<file path="src/rtl/mem_access_ctrl.sv">
`default_nettype none
// ============================================================================
// Module   : mem_access_ctrl
// Brief    : Data-memory access stage. It checks address alignment and drives
//            a valid/ready data bus. The raw read word and byte offset go to
//            the writeback mux.
// Revision : 1.0 - initial release
// ============================================================================
module mem_access_ctrl #(
   parameter int         ADDR_W   = 32,
   parameter logic [4:0] EXC_ADEL = 5'd4,
   parameter logic [4:0] EXC_ADES = 5'd5
) (
   input  logic              clk,
   input  logic              rst,
   input  logic              in_valid,
   output logic              in_ready,
   input  logic [ADDR_W-1:0] in_addr,
   input  logic [31:0]       in_wdata,
   input  logic [3:0]        in_strb,
   input  logic              in_is_load,
   input  logic              in_is_store,
   input  logic [1:0]        in_size,
   input  logic [31:0]       in_pc,
   output logic [ADDR_W-1:0] mem_addr,
   output logic [31:0]       mem_wdata,
   output logic [3:0]        mem_strb,
   output logic              mem_read,
   output logic              mem_write,
   input  logic              mem_req_ready,
   input  logic              mem_rdata_valid,
   input  logic [31:0]       mem_rdata,
   output logic              out_valid,
   input  logic              out_ready,
   output logic [31:0]       out_rdata,
   output logic [1:0]        out_ea,
   output logic [31:0]       out_pc,
   output logic              out_exc,
   output logic [4:0]        out_exc_code,
   output logic [ADDR_W-1:0] out_badvaddr
);

   typedef enum logic [1:0] {
      S_IDLE = 2'd0,
      S_REQ  = 2'd1,
      S_WAIT = 2'd2,
      S_DONE = 2'd3
   } state_t;

   state_t            state_q,    state_d;
   logic [ADDR_W-1:0] addr_q,     addr_d;
   logic [31:0]       wdata_q,    wdata_d;
   logic [3:0]        strb_q,     strb_d;
   logic              is_load_q,  is_load_d;
   logic              is_store_q, is_store_d;
   logic [31:0]       pc_q,       pc_d;
   logic [31:0]       rdata_q,    rdata_d;
   logic              exc_q,      exc_d;
   logic [4:0]        exc_code_q, exc_code_d;
   logic [ADDR_W-1:0] badvaddr_q, badvaddr_d;

   logic accept;
   logic misaligned;
   logic new_load;
   logic new_store;

   assign in_ready   = (state_q == S_IDLE) | ((state_q == S_DONE) & out_ready);
   assign accept     = in_valid & in_ready;
   // A load+store combination is illegal; store wins so the bus sees one op.
   assign new_store  = in_is_store;
   assign new_load   = in_is_load & ~in_is_store;
   assign misaligned = ((in_size == 2'd1) & in_addr[0]) |
                       ((in_size == 2'd2) & (in_addr[1:0] != 2'b00));

   always_comb begin
      state_d    = state_q;
      addr_d     = addr_q;
      wdata_d    = wdata_q;
      strb_d     = strb_q;
      is_load_d  = is_load_q;
      is_store_d = is_store_q;
      pc_d       = pc_q;
      rdata_d    = rdata_q;
      exc_d      = exc_q;
      exc_code_d = exc_code_q;
      badvaddr_d = badvaddr_q;

      case (state_q)
         S_REQ: begin
            if (mem_req_ready) begin
               state_d = is_store_q ? S_DONE : S_WAIT;
            end
         end
         S_WAIT: begin
            if (mem_rdata_valid) begin
               rdata_d = mem_rdata;
               state_d = S_DONE;
            end
         end
         S_DONE: begin
            if (out_ready) begin
               state_d = S_IDLE;
            end
         end
         default: begin
            state_d = state_q;
         end
      endcase

      // Accept only happens from IDLE or a retiring DONE, so it overrides the above.
      if (accept) begin
         addr_d     = in_addr;
         wdata_d    = in_wdata;
         strb_d     = in_strb;
         is_load_d  = new_load;
         is_store_d = new_store;
         pc_d       = in_pc;
         rdata_d    = 32'd0;
         exc_d      = misaligned;
         exc_code_d = misaligned ? (new_store ? EXC_ADES : EXC_ADEL) : 5'd0;
         badvaddr_d = misaligned ? in_addr : '0;
         if (misaligned) begin
            state_d = S_DONE;
         end else if (new_load | new_store) begin
            state_d = S_REQ;
         end else begin
            state_d = S_DONE;
         end
      end
   end

   always_ff @(posedge clk) begin
      if (rst) begin
         state_q    <= S_IDLE;
         addr_q     <= '0;
         wdata_q    <= 32'd0;
         strb_q     <= 4'd0;
         is_load_q  <= 1'b0;
         is_store_q <= 1'b0;
         pc_q       <= 32'd0;
         rdata_q    <= 32'd0;
         exc_q      <= 1'b0;
         exc_code_q <= 5'd0;
         badvaddr_q <= '0;
      end else begin
         state_q    <= state_d;
         addr_q     <= addr_d;
         wdata_q    <= wdata_d;
         strb_q     <= strb_d;
         is_load_q  <= is_load_d;
         is_store_q <= is_store_d;
         pc_q       <= pc_d;
         rdata_q    <= rdata_d;
         exc_q      <= exc_d;
         exc_code_q <= exc_code_d;
         badvaddr_q <= badvaddr_d;
      end
   end

   // Bus outputs come only from held capture registers, so they stay stable across a stall.
   assign mem_read     = (state_q == S_REQ) & is_load_q;
   assign mem_write    = (state_q == S_REQ) & is_store_q;
   assign mem_addr     = (state_q == S_REQ) ? {addr_q[ADDR_W-1:2], 2'b00} : '0;
   assign mem_wdata    = mem_write ? wdata_q : 32'd0;
   assign mem_strb     = mem_write ? strb_q : 4'd0;

   assign out_valid    = (state_q == S_DONE);
   assign out_rdata    = rdata_q;
   assign out_ea       = addr_q[1:0];
   assign out_pc       = pc_q;
   assign out_exc      = exc_q;
   assign out_exc_code = exc_code_q;
   assign out_badvaddr = badvaddr_q;

endmodule
`default_nettype wire

</file>
<file path="config.mk">
export PLATFORM = sky130hd
export DESIGN_NAME = mem_access_ctrl
export DESIGN_NICKNAME = d
export VERILOG_FILES = /design/src/rtl/mem_access_ctrl.sv
export SDC_FILE = /design/constraint.sdc
export NUM_CORES = 1
export LEC_CHECK = 0
export ABC_AREA = 1
export CAP_MARGIN = 20
export CORE_ASPECT_RATIO = 1.25
export CORE_MARGIN = 4
export CORE_UTILIZATION = 44
export DETAILED_ROUTE_END_ITERATION = 6
export HOLD_SLACK_MARGIN = 0.02
export PLACE_DENSITY = 0.9
export SLEW_MARGIN = 5
export SYNTH_ARGS = -nofsm -noshare
export SYNTH_HDL_FRONTEND = slang
export SYNTH_SLANG_ARGS = --single-unit
</file>
<file path="constraint.sdc">
create_clock -name clk -period 3.81 [get_ports clk]
set_input_delay 1.143 -clock clk [delete_from_list [all_inputs] [get_ports clk]]
set_output_delay 1.143 -clock clk [all_outputs]
set_load 0.1 [all_outputs]
</file>
==> impl_metrics.ini, run 1 <==
[critical_path]
worst_setup_path_start_kind = input pin
worst-path-buf-inv = 2
reg2reg_from = state_q[0]
cpLargestDelayFamily = buffers and inverters
crit_path_max_incr_delay_ps = 490
cp_max_fo = 2
cp-end-kind = primary output
cp_slowest_cell = clkdlybuf4s50_1
cp.required_ps = 2670
crit_chain = clkdlybuf4s50_1, nand2_2, nand2_4, buf_12
crit_path_start = out_ready
critical_path_class = input pin to primary output
worstPathArrival_ps = 2010

[placed_design]
hpwlAfterDp_mm = 15.75
gp_congestion = 0.8413
portBuffers = 312

[synthesis]
synth_warnings = 0
synth_top_area_cell = dfxtp_1
ys_seq_area_share_pct = 51.33
synth-xor-area-share_pct = 0
ys_top_cells_by_area = dfxtp_1, nand3_1, nand2_1
synthCells = 861
synthAdderAreaFrac_pct = 0.7549
synth_cell_types = 24
synth_top_area_share_pct = 51.33
synthesis.area_sq_mm = 0.006630
synth_top_family_by_area = simple AND/OR/NAND/NOR gates
ys_ff_latch = 170
synthSimpleGateAreaFrac_pct = 23.16
syn_area_per_cell_sq_um = 7.700
synthMuxAreaShare_pct = 0
synth_compound_area_share_pct = 13.25

[cells_and_area]
area_growth_pct = 60.05
finish.utilization_pct = 72.72
final_nets = 1278
drive_above_1_share_pct = 18.46
fill_cells = 996
antenna_cells = 0
multi_input_area_sq_mm = 0.002482
regArea_sq_mm = 0.003403

[sta]
setup_violations = 0
max_freq_ghz = 0.3170
rsz0062_at_grt = no
fin_worst_skew_ps = 16.09
tns_ps = 0
final_hold_viol_count = 0
slew_violations = 0
worstMarginPinSlew_ps = 974.5
fin_crit_ps = 3155
layout_worst_path_cycle_share_pct = 82.81
slew_headroom_pct = 34.83

[floorplanning]
core_sq_mm = 0.01459
fp-row-count = 49
die_w_microns = 117.8
die_area_sq_mm = 0.01711
start_util_pct = 45.44
die_h_microns = 145.2
ioPinCount = 318

[job]
maxCapViolations = 0

[global_routing]
antenna_found_initial = 0
grt_pass1_wl_mm = 34.16
top_usage_layer = met2
grt_use_total_pct = 24.59
grt_pass1_vias = 6687
grt_use_met2_pct = 44.78
grt_max_degree = 119
grt_use_met1_pct = 26.12
grt.overflow.total = 0
grt_use_met3_pct = 7.629

[detailed_routing]
drc = 0
drtIter0Drc = 508
drt_wl_total_mm = 21.96
via_count = 6816
drt_pass1_iterations = 5
antenna_left = 0
wl_per_cell_microns = 16.62
vias_per_cell = 5.160

[clock_network]
postCtsHoldBufs = 0
path_clk_slew_ps = 50
clk_latency_ps = 420
clock-root-buffer = clkbuf_16
htree_levels = 4
clockBufferDepth = 2
cts_num_sinks = 170
cts_tree = done
cts_setup_buffers = 0
numCtsBuffers = 17
ctsResizeCount = 0

[pwr]
leakage_nw = 4.630
power_mw = 6.936
ir_drop_mv = 0.3915
power_density_mw_per_mm2 = 653.7

[outcome]
status = completed

[worst_hold_path]
hold_path_class = flip-flop to flip-flop
holdCritStartpoint = wdata_q[1]
==> kinds of logic after synthesis <==
| kind of cell | Yosys count |
|---|---|
| compound gates | 175 |
| other cells | 1 |
| flops | 170 |
| fa+ha+maj | 4 |
| buf+inv | 155 |
| simple gates | 356 |
==> state kept, by name (all words and copies together) (netlist names) <==
| register | cells |
|---|---|
| wdata_q | 32 |
| out_badvaddr | 32 |
| strb_q | 4 |
| state_q | 2 |
| out_rdata | 32 |
| is_load_q | 1 |
| out_pc | 32 |
| addr_q | 32 |
| out_exc_code | 2 |
| is_store_q | 1 |
==> where the power goes <==
part / switching, mW / total (mW) / internal, mW
logic: 2.39 / 3.17 / 0.774
clock network: 0.668 / 1.51 / 0.841
registers: 0.151 / 2.26 / 2.11
total: 3.21 / 6.94 / 3.72
==> path summary, 6_finish.rpt <==
check / to / slack [ps] / cells past startpoint
hold reg to reg: wdata_q[1] / 450 / 2
setup reg to reg: out_pc[26] / 1520 / 8
setup / recovery: in_ready / 660 / 4
hold / removal: wdata_q[1] / 450 / 2
==> area by class of cell <==
class	instances	share of cell area [%]
repair buffers	324	34.83
flip-flops and latches	170	32.07
multi-input cells	540	23.39
clock buffers	23	4.316
inverters	79	2.842
well taps	178	2.099
clock inverters	7	0.4481
==> metal layers <==
metal / vias to the layer above / share of wire, %
met3: 46 / 7.7
li1: 3300 / -
met4: 0 / 3.5
met2: 297 / 52
met5: - / 0
met1: 3173 / 36
==> tightest hold or removal path, cell delays in order, from the launching register on <==
cell     delay (ps)
dfxtp_1         290
inv_1            60
a21oi_1          50
==> cells in the final DEF (no fill, tap or decap), types with 3 or more instances in the layout <==
cell	Yosys	routed
a21oi_1	71	71
buf_12	0	72
buf_4	14	107
clkbuf_1	19	5
clkbuf_16	0	17
clkdlybuf4s50_1	0	145
clkinv_2	0	3
conb_1	1	5
dfxtp_1	170	170
ha_1	4	4
inv_1	77	77
nand2_1	112	112
nand2_4	3	3
nand3_1	134	134
nor2_1	104	104
o21ai_0	72	72
o21ai_1	31	31
==> synth_stat cells <==
cell      number
or2_2          1
nand2_2        1
o21ai_1       31
buf_2         27
nor2_1       104
clkbuf_2       2
buf_6         10
a21oi_1       71
clkbuf_1      19
inv_2          1
nand2_1      112
buf_8          1
ha_1           4
conb_1         1
inv_4          1
nand2_4        3
nand3_1      134
o211ai_1       1
buf_4         14
dfxtp_1      170
o21ai_0       72
inv_1         77
buf_1          3
nand3b_1       1
==> per-stage QoR <==
step / setup slack (ps) / hold slack [ps] / instance area (sq um) / instances
2_1_floorplan: 292.1 / 429.4 / 6645 / 865
3_3_place_gp: 694.3 / 438.4 / 10110 / 1291
5_1_grt: 633.2 / 476.4 / 10610 / 1321
6_report: 655.0 / 451.3 / 10610 / 1321
3_5_place_dp: 644.2 / 445.5 / 10110 / 1291
4_1_cts: 662.6 / 455.2 / 10610 / 1321
No activity file was read; power rests on OpenSTA's default activity.
==> run 2, diff against run 1 <==
--- a/config.mk
+++ b/config.mk
@@ -9,10 +9,10 @@
 export CAP_MARGIN = 20
 export CORE_ASPECT_RATIO = 1.25
 export CORE_MARGIN = 4
-export CORE_UTILIZATION = 44
+export CORE_UTILIZATION = 37
 export DETAILED_ROUTE_END_ITERATION = 6
 export HOLD_SLACK_MARGIN = 0.02
-export PLACE_DENSITY = 0.9
+export PLACE_DENSITY = 0.81
 export SLEW_MARGIN = 5
 export SYNTH_ARGS = -nofsm -noshare
 export SYNTH_HDL_FRONTEND = slang
==> constraint.sdc (replaced) <==
create_clock -name clk -period 2.5 [get_ports clk]
set_input_delay 0.75 -clock clk [delete_from_list [all_inputs] [get_ports clk]]
set_output_delay 0.75 -clock clk [all_outputs]
set_load 0.1 [all_outputs]
==> run 2 against run 1 <==
Net effect: global-route usage shrank 4.3 points; combinational power grew 58%; routed wire length fell by 2.8%; total power is 59% higher; non-clock buffer count grew 12; via count shrank 1.6%; sequential power up 53%; clock power rose by 72%; cell area increased by 5.5%; first-iteration DRC count fell by 25%; worst hold slack improved by 3.0 ps; flip-flop and latch count unchanged.
==> impl_metrics.ini, run 2 (synthesized netlist as in run 1, its figures left out) <==
[cells_and_area]
area_growth_pct = 68.92
final_common_cell = dfxtp_1
final_nets = 1290
fill_cells = 1407
drive_above_1_share_pct = 23.42
stdcell_count = 1381
antenna_cells = 0
final_cell_mix = dfxtp_1, clkdlybuf4s50_1, nand3_1

[clock_network]
cts_tree = done
numCtsBuffers = 17
clock-root-buffer = clkbuf_16
cts_num_sinks = 170
htree_levels = 4
clk_latency_ps = 410
path_clk_slew_ps = 60
postCtsHoldBufs = 0
clockBufferDepth = 2

[detailed_routing]
top_layer_used = met4
antenna_left = 0
drt-met1-wl_mm = 8.192
drt_wl_total_mm = 21.35
routed-wl-met3_mm = 1.731
via_count = 6708
dr_wl_met2_mm = 10.66
drt_pass1_iterations = 5
wl_per_cell_microns = 15.46
drc = 0
drtIter0Drc = 380
vias_per_cell = 4.857

[placed_design]
gp_congestion = 0.8530
hpwlAfterDp_mm = 15.75
portBuffers = 312
dp_cells = 1348

[critical_path]
crit_path_max_incr_delay_ps = 340
cp_slowest_cell = dfxtp_1
worstPathArrival_ps = 1670
cp-end-kind = primary output
cp.required_ps = 1750
crit_top_cell = buf_12
crit_chain = inv_2, ha_4, nand2_8, buf_12, nor2_2, buf_12
worst_setup_path_start_kind = flip-flop
cp_max_fo = 10
critical_path_class = flip-flop to primary output

[job]
maxCapViolations = 0

[floorplanning]
die_w_microns = 127.7
die_h_microns = 157.7
fp-row-count = 54
core_sq_mm = 0.01750
start_util_pct = 37.89
ioPinCount = 318
die_area_sq_mm = 0.02014

[sta]
final_hold_viol_count = 0
rsz0062_at_grt = no
slew_violations = 0
setup_violations = 0
fin_crit_ps = 2417
fin_worst_skew_ps = 7.761
layout_worst_path_cycle_share_pct = 96.68
hold-worst-slack_ps = 454.3
max_freq_ghz = 0.4137
tns_ps = 0

[pwr]
power_density_mw_per_mm2 = 987.8
ir_drop_mv = 0.5062
power_mw = 11.06
leakage_nw = 4.778

[global_routing]
antenna_found_initial = 0
grt_pass1_vias = 6501
grt_max_degree = 96
grt_pass1_wl_mm = 33.07
grt_use_total_pct = 20.32
grt.overflow.total = 0

[worst_hold_path]
hold_path_class = flip-flop to flip-flop

[outcome]
status = completed
[run 2: cell count changes in the layout (fill, tap and decap cells not counted), moves of 3 or more]
cell,previous run,this run
buf_12,72,81
buf_4,107,113
clkbuf_1,5,0
clkdlybuf4s50_1,145,141
inv_6,0,4
inv_8,0,3
nor2_1,104,71
nor2_2,0,3
nor2_4,0,30
[run 2: worst paths after layout]
check | startpoint | to | slack (ps) | cells after the start
setup / recovery | state_q[1] | mem_strb[2] | 80 | 6
hold / removal | wdata_q[28] | wdata_q[28] | 450 | 2
hold reg to reg | wdata_q[28] | wdata_q[28] | 450 | 2
setup reg to reg | state_q[1] | out_badvaddr[6] | 650 | 8
[run 2: through the flow]
stage	cell area, sq um	util [%]	setup WS [ps]
after CTS	11180	63.89	34.20
after global routing	11200	64.00	0.2001
after detailed placement	10540	60.25	150.8
final	11200	64.00	82.96
after floorplan	6858	-	-452.8
after global placement	10540	60.25	156.2
[run 2: per-layer routing]
metal,up-vias,track usage (%)
met1,3065,23.66
met3,48,5.940
met5,-,0
met4,0,9.808
li1,3335,-
met2,260,34.22
[run 2: area by class of cell]
| cell class | count | area [sq um] | area share [%] |
|---|---|---|---|
| repair buffers | 336 | 3892 | 34.76 |
| flip-flops and latches | 170 | 3405 | 30.40 |
| multi-input cells | 540 | 2744 | 24.50 |
| clock buffers | 18 | 439.2 | 3.921 |
| inverters | 79 | 301.5 | 2.692 |
| well taps | 224 | 280.3 | 2.503 |
| clock inverters | 14 | 137.6 | 1.229 |
[run 2: worst max-delay path, delay by kind of cell, from the launching register on]
family	cells	cell delay (ps)
adder cells (fa/ha/maj)	1	190
buffers and inverters	3	490
flip-flops	1	340
AND/OR/NAND/NOR	2	240
[run 2: where the power goes]
| part | switching [mW] | total, mW | internal [mW] |
|---|---|---|---|
| sequential | 0.237 | 3.45 | 3.21 |
| clock | 1.17 | 2.60 | 1.43 |
| combinational | 3.72 | 5.02 | 1.30 |
| total | 5.12 | 11.1 | 5.94 |
[run 2: what timing repair did]
item	in CTS	in global routing
setup endpoints to repair	62	24
buffers inserted	1	0
gates resized for setup	11	4
